## src/rtl/jtpang_pkg.sv

```systemverilog
// Shared types and constants for the Pang object DMA controller.
package jtpang_pkg;

  typedef enum logic [2:0] {
    IDLE,
    WAITVB,
    REQ,
    COPY,
    REL
  } dma_state_t;

  localparam int          OBJ_LEN      = 512;
  localparam logic [11:0] OBJ_SRC_BASE = 12'h000;

endpackage

```

## src/rtl/jtpang_objdma.sv

```systemverilog
// Object DMA: on a dma_go edge, waits for VBLANK, takes the Z80 bus and
// copies the object table from video RAM into the object line buffer.
module jtpang_objdma
  import jtpang_pkg::*;
#(
  parameter int            AW       = 12,
  parameter logic [AW-1:0] SRC_BASE = AW'(OBJ_SRC_BASE),
  parameter int            LEN      = OBJ_LEN,
  parameter int            OAW      = 9
) (
  input  logic           clk,
  input  logic           rst,
  input  logic           cen,
  input  logic           dma_go,
  input  logic           LVBL,
  input  logic           busak_n,
  output logic           busrq_n,
  output logic [AW-1:0]  src_addr,
  output logic           src_cs,
  input  logic [7:0]     src_din,
  output logic [OAW-1:0] obj_addr,
  output logic           obj_we,
  output logic [7:0]     obj_dout,
  output logic           busy
);

  localparam int            KW    = OAW + 1;
  localparam logic [KW-1:0] LEN_K = KW'(LEN);

  dma_state_t     state_reg, state_next;
  logic           go_d_reg;
  logic           pending_reg, pending_next;
  logic           busy_reg, busy_next;
  logic           busrq_reg, busrq_next;
  logic [KW-1:0]  k_reg, k_next;
  logic           reread_reg, reread_next;
  logic [AW-1:0]  src_addr_reg, src_addr_next;
  logic           src_cs_reg, src_cs_next;
  logic [OAW-1:0] obj_addr_reg, obj_addr_next;
  logic [7:0]     obj_dout_reg, obj_dout_next;
  logic           obj_we_reg, obj_we_next;

  always_ff @(posedge clk or posedge rst) begin
    if (rst) begin
      state_reg    <= IDLE;
      go_d_reg     <= 1'b0;
      pending_reg  <= 1'b0;
      busy_reg     <= 1'b0;
      busrq_reg    <= 1'b1;
      k_reg        <= '0;
      reread_reg   <= 1'b0;
      src_addr_reg <= SRC_BASE;
      src_cs_reg   <= 1'b0;
      obj_addr_reg <= '0;
      obj_dout_reg <= '0;
      obj_we_reg   <= 1'b0;
    end else begin
      state_reg    <= state_next;
      go_d_reg     <= dma_go;
      pending_reg  <= pending_next;
      busy_reg     <= busy_next;
      busrq_reg    <= busrq_next;
      k_reg        <= k_next;
      reread_reg   <= reread_next;
      src_addr_reg <= src_addr_next;
      src_cs_reg   <= src_cs_next;
      obj_addr_reg <= obj_addr_next;
      obj_dout_reg <= obj_dout_next;
      obj_we_reg   <= obj_we_next;
    end
  end

  // The trigger edge is caught on every clk; only one request is ever queued.
  always_comb begin
    state_next    = state_reg;
    pending_next  = pending_reg | (dma_go & ~go_d_reg);
    busy_next     = busy_reg;
    busrq_next    = busrq_reg;
    k_next        = k_reg;
    reread_next   = reread_reg;
    src_addr_next = src_addr_reg;
    src_cs_next   = src_cs_reg;
    obj_addr_next = obj_addr_reg;
    obj_dout_next = obj_dout_reg;
    obj_we_next   = 1'b0;
    if (cen) begin
      unique case (state_reg)
        IDLE: begin
          if (pending_reg) begin
            pending_next = 1'b0;
            busy_next    = 1'b1;
            state_next   = WAITVB;
          end
        end
        WAITVB: begin
          if (!LVBL) begin
            busrq_next = 1'b0;
            state_next = REQ;
          end
        end
        REQ: begin
          busrq_next = 1'b0;
          if (!busak_n) begin
            k_next      = '0;
            reread_next = 1'b0;
            state_next  = COPY;
          end
        end
        COPY: begin
          if (busak_n) begin
            // CPU took the bus back: the byte in flight must be fetched again.
            if (k_reg != '0) reread_next = 1'b1;
          end else if (reread_reg) begin
            src_addr_next = SRC_BASE + AW'(k_reg - KW'(1));
            src_cs_next   = 1'b1;
            reread_next   = 1'b0;
          end else begin
            if (k_reg < LEN_K) begin
              src_addr_next = SRC_BASE + AW'(k_reg);
              src_cs_next   = 1'b1;
            end else begin
              src_cs_next = 1'b0;
            end
            if (k_reg != '0) begin
              obj_we_next   = 1'b1;
              obj_addr_next = OAW'(k_reg - KW'(1));
              obj_dout_next = src_din;
            end
            if (k_reg == LEN_K) begin
              busrq_next = 1'b1;
              state_next = REL;
            end else begin
              k_next = k_reg + KW'(1);
            end
          end
        end
        REL: begin
          busrq_next  = 1'b1;
          src_cs_next = 1'b0;
          if (busak_n) begin
            busy_next  = 1'b0;
            state_next = IDLE;
          end
        end
        default: state_next = IDLE;
      endcase
    end
  end

  assign busrq_n  = busrq_reg;
  assign src_addr = src_addr_reg;
  assign src_cs   = src_cs_reg;
  assign obj_addr = obj_addr_reg;
  assign obj_dout = obj_dout_reg;
  assign obj_we   = obj_we_reg;
  assign busy     = busy_reg;

endmodule

```

## config.mk

```make
export PLATFORM = sky130hd
export DESIGN_NAME = jtpang_objdma
export DESIGN_NICKNAME = d
export VERILOG_FILES = /design/src/rtl/jtpang_pkg.sv /design/src/rtl/jtpang_objdma.sv
export SDC_FILE = /design/constraint.sdc
export NUM_CORES = 1
export LEC_CHECK = 0
export BUFFER_PORTS_ARGS = -buffer_cell sky130_fd_sc_hd__buf_4
export CAP_MARGIN = 20
export CORE_ASPECT_RATIO = 1.1
export CORE_MARGIN = 2
export CORE_UTILIZATION = 44
export CTS_CLUSTER_SIZE = 20
export DETAILED_ROUTE_END_ITERATION = 6
export PLACE_DENSITY = 0.64
export SLEW_MARGIN = 10
export SYNTH_ARGS = -nofsm -noshare
export SYNTH_HDL_FRONTEND = slang
export SYNTH_SLANG_ARGS = --single-unit
```

## constraint.sdc

```tcl
create_clock -name clk -period 3.2 [get_ports clk]
set_input_delay 0.32 -clock clk [delete_from_list [all_inputs] [get_ports clk]]
set_output_delay 0.32 -clock clk [all_outputs]
set_load 0.01 [all_outputs]
```

# == Yosys cells after proc, flatten, opt, wreduce, memory -nomap -nowiden ==
# Index checks and enable logic that the tools add are counted.
# word_totals
register_bits,49
in_bits,14
output_inout_bits,33
wordCells,89
# classes
add_sub_neg,3
n_lt_le_gt_ge,1
eq_ne,14
n_mux,39
bitwise_logic,5
n_reduce_logical,15
# ops
op,count
2-to-1 mux 10 bit,4
2-to-1 mux 12 bit,2
2-to-1 mux 3 bit,7
2-to-1 mux 1 bit,20
one-hot mux 10 bit (2 select lines),1
inequality test 2 bit (second input constant),8
one-hot mux 3 bit (5 select lines),1
AND reduction 4 bit,3
AND reduction 6 bit,2
subtractor 10 x 1 -> 11 bit (second input constant),1
adder 10 x 1 -> 10 bit (second input constant),1
== test 10 bit (second input constant),1
< comparator 10 bit (second input constant),1
nonzero test 10 bit,1
subtractor 9 x 1 -> 9 bit (second input constant),1
AND reduction 8 bit,1
nonzero test 2 bit,4
== test 3 x 2 -> 1 bit (second input constant),2
one-hot mux 1 bit (2 select lines),3
AND reduction 5 bit,1
one-hot mux 1 bit (4 select lines),1
nonzero test 4 bit,1
== test 3 x 1 -> 1 bit (second input constant),1
== test 3 bit (second input constant),1
6 further kinds,8

# == Logic depth before layout (Yosys ltp) ==
# Gate-level depths: netlist of the first run.
# logic_depth
word_depth,6
ltp_mapped,7
depth_no_buf,6

# == Worst setup path after synthesis of the first run ==
# Ideal clock, no wire load.
# synth_path
path_type,register to register
start,register k_reg[0]
end,register obj_addr_reg[8] (netlist: obj_addr[8])
setup_ns,0.125
t_arrival_ns,1.819
t_required_ns,3.075
slack_ns,1.256
stages_incl_launch_ff,8
path_buffers,1
period_less_slack_ns,1.944
cell_sequence,dfrtp_1 clkbuf_1 inv_1 ha_1 nor3b_1 nand3_1 xnor2_1 mux2_4
# synth_via
elab_chain_len,2
word_cells_on_any_way,3
cone_classes,add/sub: 1; reduce/logical: 2
# synth_rtl
element,line_no,source
"start, declared",jtpang_objdma.sv:35,"logic [KW-1:0] k_reg, k_next;"
"start signal, assigned",jtpang_objdma.sv:63,k_reg <= k_next;
branches (longest 2 deep; another with subtractor 9 x 1 -> 9 bit),n/a,
"end signal, assigned",jtpang_objdma.sv:67,obj_addr_reg <= obj_addr_next;
"end, declared",jtpang_objdma.sv:39,"logic [OAW-1:0] obj_addr_reg, obj_addr_next;"
# Several ways; the timed one is not identified.
# A chain may end at the register's enable or synchronous reset.

# == Worst setup path in the final report of the first run ==
# Same ends and word-level chain as after synthesis.

==> out/results.ini, run 1 <==
[run_status]
status=finished, violations left
violations=hold timing

[floorplanning]
io_pins=47
rows=29
die_y_um=85.9
die-area_sq_mm=0.00674
die_w_um=78.5
start_util=0.460
coreArea_sq_mm=0.00584

[cts]
cts_tree=done
clk_path_buf_depth=2
insertion_delay_ps=300
path_clk_slew_ps=90
htree_levels=2
numCtsBuffers=5
cts-resized-gates=0
cts.root.buffer_cell=clkbuf_8
clock-sinks=48
post_cts_buffers=0
hold_buffers=0

[finish]
nets=312
largest_register_ff_count=11
antenna-diode-count=0
drive_above_1_share=0.291
fin_cells=373
synthToLayoutAreaGrowth_pct=16.4

[timing]
slew_violations=0
rsz0062_at_grt=no
setup_ws_ps=1140
skew_ps=10.8
worst_pin_slew_ps=703
hold_violations=14
slew_headroom=0.528
holdWs_ps=-14.7
layout_min_cycle_time_ps=2060
setup_viol=0
fmax_ghz=0.485
tns_ps=0
period_share=0.644

[worst_hold_path]
hold_class=input port to async pin

[routing]
drc_errors=0
drt_iter0_markers=116
viasPerCell=5.49
wirelength_um=5700
wire_per_inst_um=15.3
dr.pass1.iters=4
num_vias=2047
ant_nets=0

[yosys]
synth_top_area_cell=dfrtp_1
netlist_area_sq_mm=0.00269
synthArstFlopShare=1.00
synth_warnings=0
synth_edf_count=0
ys_ff_latch=48
netlist_top_cells_area=dfrtp_1, mux2_4, mux2_2
netlist.area_leader.share=0.438
synth_cell_types=54
syn_inst=259
synth_nets=276
syn_avg_cell_area_sq_um=10.4
ys.flop_type=dfrtp_1
yosysSeqAreaShare=0.448

[power]
vdd.ir_drop.worst_uv=353
combPwrFrac=0.463
switchingPower_uw=1090
pwr_density_cell_mw_per_mm2=895
seqPwrFrac=0.401
leakage_uw=0.00144
switching_share=0.391
p_int_uw=1700
power.clock.fraction=0.136

[global_routing]
grt_max_degree=49
grt_overflow=0
antenna_found_initial=0
grt_pass1_wl_um=9730
grt_pass1_vias=1941
track_usage=0.182

[setup_path]
crit_family=simple AND/OR/NAND/NOR gates
cp.buffers_inverters=1
worst_setup_path_start_kind=register
critical_path_peak_fanout=9
cp-end-kind=register
cp_data_required_time_ps=3390
path_class=register to register
crit_cells=6
r2r_cells=6
rrSetupSlack_ps=1140
critPathSlowestCell=nor3b_1
slowest_delay_ps=510
arrival_ps=2250
crit_chain=inv_1, ha_1, nor3b_1, nand3_1, xnor2_1, mux2_4

[placed_design]
place_inst=364
pre_cts_slack_ps=1180
portBuffers=46
place_congestion=0.809
dp_hpwl_um=4050

[run]
max_cap_violations=0

[metrics by stage]
step | utilization | total power [uW] | cell area, sq um
2_1_floorplan | - | 1970 | 2690
3_3_place_gp | 0.515 | 2410 | 3010
3_5_place_dp | 0.515 | 2440 | 3010
4_1_cts | 0.532 | 2820 | 3110
5_1_grt | 0.535 | 3020 | 3130
6_report | 0.535 | 2800 | 3130
[final timing paths]
path / start / endpoint
worst min register to register: obj_addr[4]$_DFFE_PP0P_ / obj_addr[4]$_DFFE_PP0P_
worst min-delay path: rst / obj_dout[4]$_DFFE_PP0P_
min in group clk: dma_go / go_d_reg$_DFF_PP0_
worst max register to register: k_reg[0]$_DFFE_PP0P_ / obj_addr[8]$_DFFE_PP0P_
max in group asynchronous: rst / k_reg[2]$_DFFE_PP0P_
worst max-delay path: k_reg[0]$_DFFE_PP0P_ / obj_addr[8]$_DFFE_PP0P_
[final cells by class]
cell class,instances,area [sq um]
well taps,77,96.3
flip-flops and latches,48,1200
clock buffers,6,82.6
multi-input cells,179,1310
repair buffers,47,365
inverters,14,52.6
clock inverters,2,15.0
fillers,527,2720
[worst reg2reg max path, stage by stage, from the launching register on]
cell,delay [ps]
dfrtp_1,490
inv_1,140
ha_1,220
nor3b_1,510
nand3_1,160
xnor2_1,150
mux2_4,270
[synth_stat cells, types with 4 or more instances]
cell and n:
xor2_1 8, a21oi_1 15, nor3_1 4, inv_1 14, or4_1 5, nor2_1 18
mux2_2 10, o21ai_0 9, nand3_1 10, dfrtp_1 47, o211ai_1 5, nand4_1 7
xnor2_1 8, buf_2 9, nand2_1 18, a31oi_1 4, nor3b_1 4, mux2_4 9
[kinds of logic (layout without fill, tap and decap cells)]
| group | after synthesis | after routing | synth area share |
|---|---|---|---|
| XOR/XNOR | 16 | 16 | 0.0522 |
| buffers and inverters | 32 | 69 | 0.0634 |
| flip-flops | 48 | 48 | 0.448 |
| AND/OR/NAND/NOR | 93 | 93 | 0.217 |
| multiplexers | 21 | 21 | 0.0997 |
| AO/OA/AOI/OAI | 46 | 46 | 0.106 |
| adder cells (fa/ha/maj) | 3 | 3 | 0.0140 |
[metal layers]
metal	up-vias	wire (um)	global-route usage
met5	-	0	0
met4	0	53	0.0415
met3	6	269	0.0326
met2	60	2750	0.303
met1	995	2630	0.251
li1	986	-	-
[power by group through the flow]
stage          combinational (uW)  sequential [uW]  clock, uW
6_report                     1290             1120        381
5_1_grt                      1440             1160        417
4_1_cts                      1310             1120        391
3_5_place_dp                 1300             1130          0
3_3_place_gp                 1290             1120          0
2_1_floorplan                 880             1090          0
[cells in the final DEF, fill, tap and decap left out, drive strengths merged, types with 3 or more instances in the layout]
master	n
a21oi	15
nand4	7
a31oi	4
nand2b	3
nand2	18
clkbuf	6
buf	47
dfrtp	47
nor3b	4
inv	14
nor3	5
xor2	8
ha	3
o211ai	5
xnor2	8
o21ai	9
or4	5
and2	3
nor2	19
nor4b	3
nor4	3
mux2	19
nand3	11
(Power assumes the default switching activity.)
==> run 2: changes to the inputs <==
--- a/config.mk
+++ b/config.mk
@@ -12,7 +12,7 @@
 export CORE_UTILIZATION = 44
 export CTS_CLUSTER_SIZE = 20
 export DETAILED_ROUTE_END_ITERATION = 6
-export PLACE_DENSITY = 0.64
+export PLACE_DENSITY = 0.67
 export SLEW_MARGIN = 10
 export SYNTH_ARGS = -nofsm -noshare
 export SYNTH_HDL_FRONTEND = slang
==> constraint.sdc (replaced) <==
create_clock -name clk -period 1.87 [get_ports clk]
set_input_delay 0.187 -clock clk [delete_from_list [all_inputs] [get_ports clk]]
set_output_delay 0.187 -clock clk [all_outputs]
set_load 0.01 [all_outputs]
==> run 2 against run 1 <==
  * The run now ends clean
  * Combinational power up 97%
  * Global-route usage rose by 0.83 points
  * Total power rose by 81%
  * Fmax up 19%
  * Clock power increased by 95%
  * Hold slack better by 54 ps
  * Wire length is 3.5% higher
  * Final area is 5.4% higher
  * Worst setup slack worse by 1000 ps
  * Cell count is 5.4% higher
  * Sequential cell count is the same
  * Highest routed layer unchanged
  * Die area stayed put
==> out/results.ini, run 2 (synthesis gave the netlist of run 1 again) <==
[run_status]
status=complete, no violations

[floorplanning]
die-area_sq_mm=0.00674  ; unchanged
die_w_um=78.5  ; unchanged
io_pins=47  ; unchanged
coreArea_sq_mm=0.00584  ; unchanged
die_y_um=85.9  ; unchanged
rows=29  ; unchanged
start_util=0.460  ; unchanged

[finish]
antenna-diode-count=0  ; unchanged
final_common_cell=buf_4
final_util=0.564  ; +0.0287
largest_register_ff_count=11  ; unchanged
most-common-layout-cells=buf_4, dfrtp_1, nand2_1, nor2_1, a21oi_1
drive_above_1_share=0.345  ; +0.0544
synthToLayoutAreaGrowth_pct=22.7
nets=332  ; +6.4%

[setup_path]
cp-end-kind=register
slowest_delay_ps=490  ; -20 ps
worst_setup_path_start_kind=register
cp.buffers_inverters=0  ; -1
critical_path_peak_fanout=18  ; +9
critPathSlowestCell=dfrtp_1
crit_family=simple AND/OR/NAND/NOR gates
crit_chain=nor4_4, nand3_2, nand3b_4, mux2_2
path_class=register to register
cp_data_required_time_ps=2060  ; -1330 ps
arrival_ps=1920  ; -330 ps

[worst_hold_path]
hold_class=input port to async pin

[routing]
wirelength_um=5900  ; +3.5%
drc_errors=0  ; unchanged
num_vias=2143  ; +4.7%
wire_per_inst_um=15.0  ; -1.8%
dr.pass1.iters=5  ; +1
ant_nets=0  ; unchanged
viasPerCell=5.45  ; -0.64%
drt_iter0_markers=88  ; -24%

[cts]
cts.root.buffer_cell=clkbuf_8
htree_levels=2  ; unchanged
numCtsBuffers=5  ; unchanged
insertion_delay_ps=300  ; about the same
clk_path_buf_depth=2  ; unchanged
cts_tree=done
path_clk_slew_ps=90  ; about the same
post_cts_buffers=0  ; unchanged
clock-sinks=48  ; unchanged

[placed_design]
pre_cts_slack_ps=117  ; -1060 ps
place_congestion=0.814  ; +0.61%
dp_hpwl_um=4380  ; +8.1%
portBuffers=46  ; unchanged

[global_routing]
track_usage=0.191  ; +0.00831
grt_pass1_vias=2232  ; +15%
grt_max_degree=49  ; unchanged
grt_pass1_wl_um=10200  ; +4.5%
antenna_found_initial=0  ; unchanged
grt_overflow=0  ; unchanged

[power]
vdd.ir_drop.worst_uv=830  ; +140%
pwr_density_cell_mw_per_mm2=1540  ; +72%
leakage_uw=0.00155  ; +7.6%

[timing]
holdWs_ps=39.0  ; +53.7 ps
layout_min_cycle_time_ps=1740  ; -327 ps
slew_headroom=0.599  ; +0.0710
setup_viol=0  ; unchanged
rsz0062_at_grt=no
fmax_ghz=0.576  ; +19%
hold_violations=0  ; -14
period_share=0.928  ; +0.284
setup_ws_ps=134  ; -1000 ps
tns_ps=0  ; unchanged
skew_ps=10.7  ; -0.0785 ps
slew_violations=0  ; unchanged
worst_pin_slew_ps=602  ; -101 ps

[run]
max_cap_violations=0  ; unchanged

==> run 2: cell types whose count changed in the layout (fill, tap and decap cells not counted), sizes merged <==
cell         delta
clkinv          +1
buf            +19
clkinvlp        -1
clkbuf          -1
dlygate4sd3     +1
bufinv          +1
==> run 2: cell type report <==
cell class	instances	area (sq um)
Clock buffer	5	68.8
Clock inverter	3	42.5
Fill cell	501	2550
Inverter	14	52.6
Multi-Input combinational cell	179	1320
Sequential cell	48	1200
Tap cell	77	96.3
Timing Repair Buffer	67	505
==> run 2: per-layer routing <==
layer,share of wire,routed length [um],global-route usage
met1,0.42,2480,0.226
met2,0.52,3090,0.348
met3,0.044,260,0.0337
met4,0.013,78,0.0654
met5,0,0,0
==> run 2: through the flow <==
stage | area, sq um | power, uW | instances
detailed placement | 3160 | 4350 | 384
finish | 3290 | 5060 | 393
global placement | 3160 | 4310 | 384
CTS | 3290 | 5110 | 393
global route | 3290 | 5460 | 393
floorplan | 2690 | 3370 | 259
==> run 2: tightest hold or removal path, cell delays in order <==
cell and delay, ps:
buf_4 110, inv_2 30, buf_4 480
==> run 2: path summary, 6_finish.rpt <==
kind                                              start                       to  slack, ps  depth (start not counted)
worst max-delay path               k_reg[6]$_DFFE_PP0P_  obj_addr[4]$_DFFE_PP0P_        130                          4
worst min-delay path                                rst  src_addr[1]$_DFFE_PP0P_         40                          3
worst max register to register     k_reg[6]$_DFFE_PP0P_  obj_addr[4]$_DFFE_PP0P_        130                          4
worst min register to register  obj_dout[3]$_DFFE_PP0P_  obj_dout[3]$_DFFE_PP0P_        520                          1
max in group asynchronous                           rst     k_reg[7]$_DFFE_PP0P_       1390                          3
min in group clk                             src_din[0]  obj_dout[0]$_DFFE_PP0P_        120                          2
==> run 2: report_power, final <==
part | internal [uW] | total [uW] | leakage, uW | switching, uW
clock network | 396 | 743 | 0.0000541 | 347
registers | 1450 | 1780 | 0.000579 | 328
logic | 1300 | 2540 | 0.000920 | 1240
==> run 2: timing repair <==
item | CTS | global route
hold buffers | 1 | 0
endpoints found under the hold margin | 1 | 0
resized for setup | 0 | 3
endpoints found under the setup margin | 0 | 6
==> run 3: changes to the inputs <==
--- a/config.mk
+++ b/config.mk
@@ -13,6 +13,7 @@
 export CTS_CLUSTER_SIZE = 20
 export DETAILED_ROUTE_END_ITERATION = 6
 export PLACE_DENSITY = 0.67
+export SETUP_SLACK_MARGIN = 0.3
 export SLEW_MARGIN = 10
 export SYNTH_ARGS = -nofsm -noshare
 export SYNTH_HDL_FRONTEND = slang
==> run 3 against run 2 <==
  * Via count rose by 6.8%
  * Core utilization grew 6.9 points
  * Largest cell class unchanged
  * Cell count grew 6.1%
  * Sequential share of layout area fell by 3.7 points
  * Worst setup slack improved by 110 ps
  * Register-to-register slack better by 110 ps
  * First-iteration DRC count is 67% higher
  * Combinational power grew 24%
  * Total power up 12%
==> out/results.ini, run 3 (synthesis gave the netlist of run 1 again) <==
[routing]
ant_nets=0  ; unchanged
wire_per_inst_um=15.9  ; +6.2%
num_vias=2289  ; +6.8%
dr.pass1.iters=4  ; -1
drt_iter0_markers=147  ; +67%
wirelength_um=6650  ; +13%
drc_errors=0  ; unchanged
viasPerCell=5.49  ; +0.67%

[timing]
layout_min_cycle_time_ps=1620  ; -113 ps
worst_pin_slew_ps=605  ; +3.64 ps
slew_violations=0  ; unchanged
tns_ps=0  ; unchanged
rsz0062_at_grt=yes
slew_headroom=0.596  ; -0.00243
hold_violations=0  ; unchanged
fmax_ghz=0.616  ; +7.0%
holdWs_ps=29.2  ; -9.85 ps
setup_viol=0  ; unchanged
period_share=0.868  ; -0.0604
skew_ps=10.1  ; -0.554 ps

[placed_design]
postPlaceCellArea_sq_mm=0.00320  ; +0.99%
place_congestion=0.827  ; +1.6%
portBuffers=46  ; unchanged
dp_hpwl_um=4430  ; +1.3%
place_inst=386  ; +0.52%

[global_routing]
grt_pass1_vias=2177  ; -2.5%
antenna_found_initial=0  ; unchanged
track_usage=0.201  ; +0.0102
grt_max_degree=49  ; unchanged
grt_overflow=0  ; unchanged
grt_pass1_wl_um=10700  ; +5.4%

[finish]
fin_cells=417  ; +6.1%
largest_register_ff_count=11  ; unchanged
synthToLayoutAreaGrowth_pct=37.7
drive_above_1_share=0.465  ; +0.120
most-common-layout-cells=buf_4, dfrtp_1, nor2_1
nets=356  ; +7.2%
final_area_sq_mm=0.00370  ; +12%
fillers=459  ; -8.4%
antenna-diode-count=0  ; unchanged
final_common_cell=buf_4

[run_status]
status=complete, no violations

[cts]
path_clk_slew_ps=90  ; about the same
htree_levels=2  ; unchanged
clock-sinks=48  ; unchanged
numCtsBuffers=5  ; unchanged
insertion_delay_ps=310  ; about the same
clk_path_buf_depth=2  ; unchanged
cts_tree=done
cts.root.buffer_cell=clkbuf_8

[setup_path]
rr_startpoint=k_reg[6]$_DFFE_PP0P_
arrival_ps=1810  ; -110 ps
cp_data_required_time_ps=2060  ; about the same
reg2reg_to=obj_dout[7]$_DFFE_PP0P_
path_class=register to register
cp-end-kind=register
rrSetupSlack_ps=250  ; +110 ps
r2r_cells=5  ; +1
worst_setup_path_start_kind=register
critical_path_peak_fanout=7  ; -11

[floorplanning]
coreArea_sq_mm=0.00584  ; unchanged
rows=29  ; unchanged
die_y_um=85.9  ; unchanged
io_pins=47  ; unchanged
die_w_um=78.5  ; unchanged
die-area_sq_mm=0.00674  ; unchanged
start_util=0.460  ; unchanged

[power]
pwr_density_cell_mw_per_mm2=1530  ; -0.16%
vdd.ir_drop.worst_uv=722  ; -13%
leakage_uw=0.00172  ; +11%

[worst_hold_path]
hold_class=input port to async pin

[run]
max_cap_violations=0  ; unchanged

[run 3: cell count changes in the layout (fill, tap and decap cells not counted), moves of 3 or more]
cell / delta
buf_6: +8
dfrtp_1: -7
mux2_4: +6
mux2_2: -6
ha_1: -3
dfrtp_2: +7
buf_4: +14
[run 3: power breakdown]
part           internal, uW  total, uW  switching (uW)
sequential             1460       1770             311
combinational          1660       3160            1500
clock                   397        746             349
[run 3: area by class of cell]
class	instances	area, sq um	share of cell area
inverter	14	52.6	0.0142
sequential	48	1210	0.328
clock inverter	2	35.0	0.00948
clock buffer	6	72.6	0.0196
multi-input combinational	179	1480	0.401
tap	77	96.3	0.0261
timing repair buffer	91	746	0.202
[run 3: worst max-delay path, cell delays in order (launching register included)]
cell       delay (ps)
dfrtp_2           460
nor4_4            300
nand3_2           140
nand3b_4          140
clkbuf_16         170
mux2_4            300
[run 3: worst max path at each step]
stage | startpoint | to | slack [ps] | cells past startpoint
3_5_place_dp | k_reg[6]$_DFFE_PP0P_ | k_reg[2]$_DFFE_PP0P_ | 130 | 5
5_1_grt | k_reg[5]$_DFFE_PP0P_ | obj_addr[7]$_DFFE_PP0P_ | 190 | 5
3_3_place_gp | k_reg[6]$_DFFE_PP0P_ | k_reg[0]$_DFFE_PP0P_ | 110 | 5
4_1_cts | k_reg[6]$_DFFE_PP0P_ | obj_addr[2]$_DFFE_PP0P_ | 250 | 5
2_1_floorplan | k_reg[4]$_DFFE_PP0P_ | obj_addr[0]$_DFFE_PP0P_ | 130 | 6
6_report | k_reg[6]$_DFFE_PP0P_ | obj_dout[7]$_DFFE_PP0P_ | 250 | 5
[run 3: what timing repair did]
item	4_1_cts	5_1_grt
hold endpoints to repair	1	0
pin swaps	3	11
resized for setup	18	30
setup endpoints to repair	32	34
cloned	0	1
hold buffers	1	0
buffers inserted	12	9
[run 3: stage by stage]
stage	total power (uW)	setup slack, ps	utilization
2_1_floorplan	3430	133	-
3_3_place_gp	4370	106	0.547
3_5_place_dp	4420	128	0.547
4_1_cts	5360	250	0.595
5_1_grt	6040	193	0.633
6_report	5670	247	0.633
[run 3: routing by layer]
metal / part of all wire / GRT usage
met1: 0.42 / 0.262
met2: 0.51 / 0.342
met3: 0.048 / 0.0347
met4: 0.018 / 0.0622
met5: 0 / 0
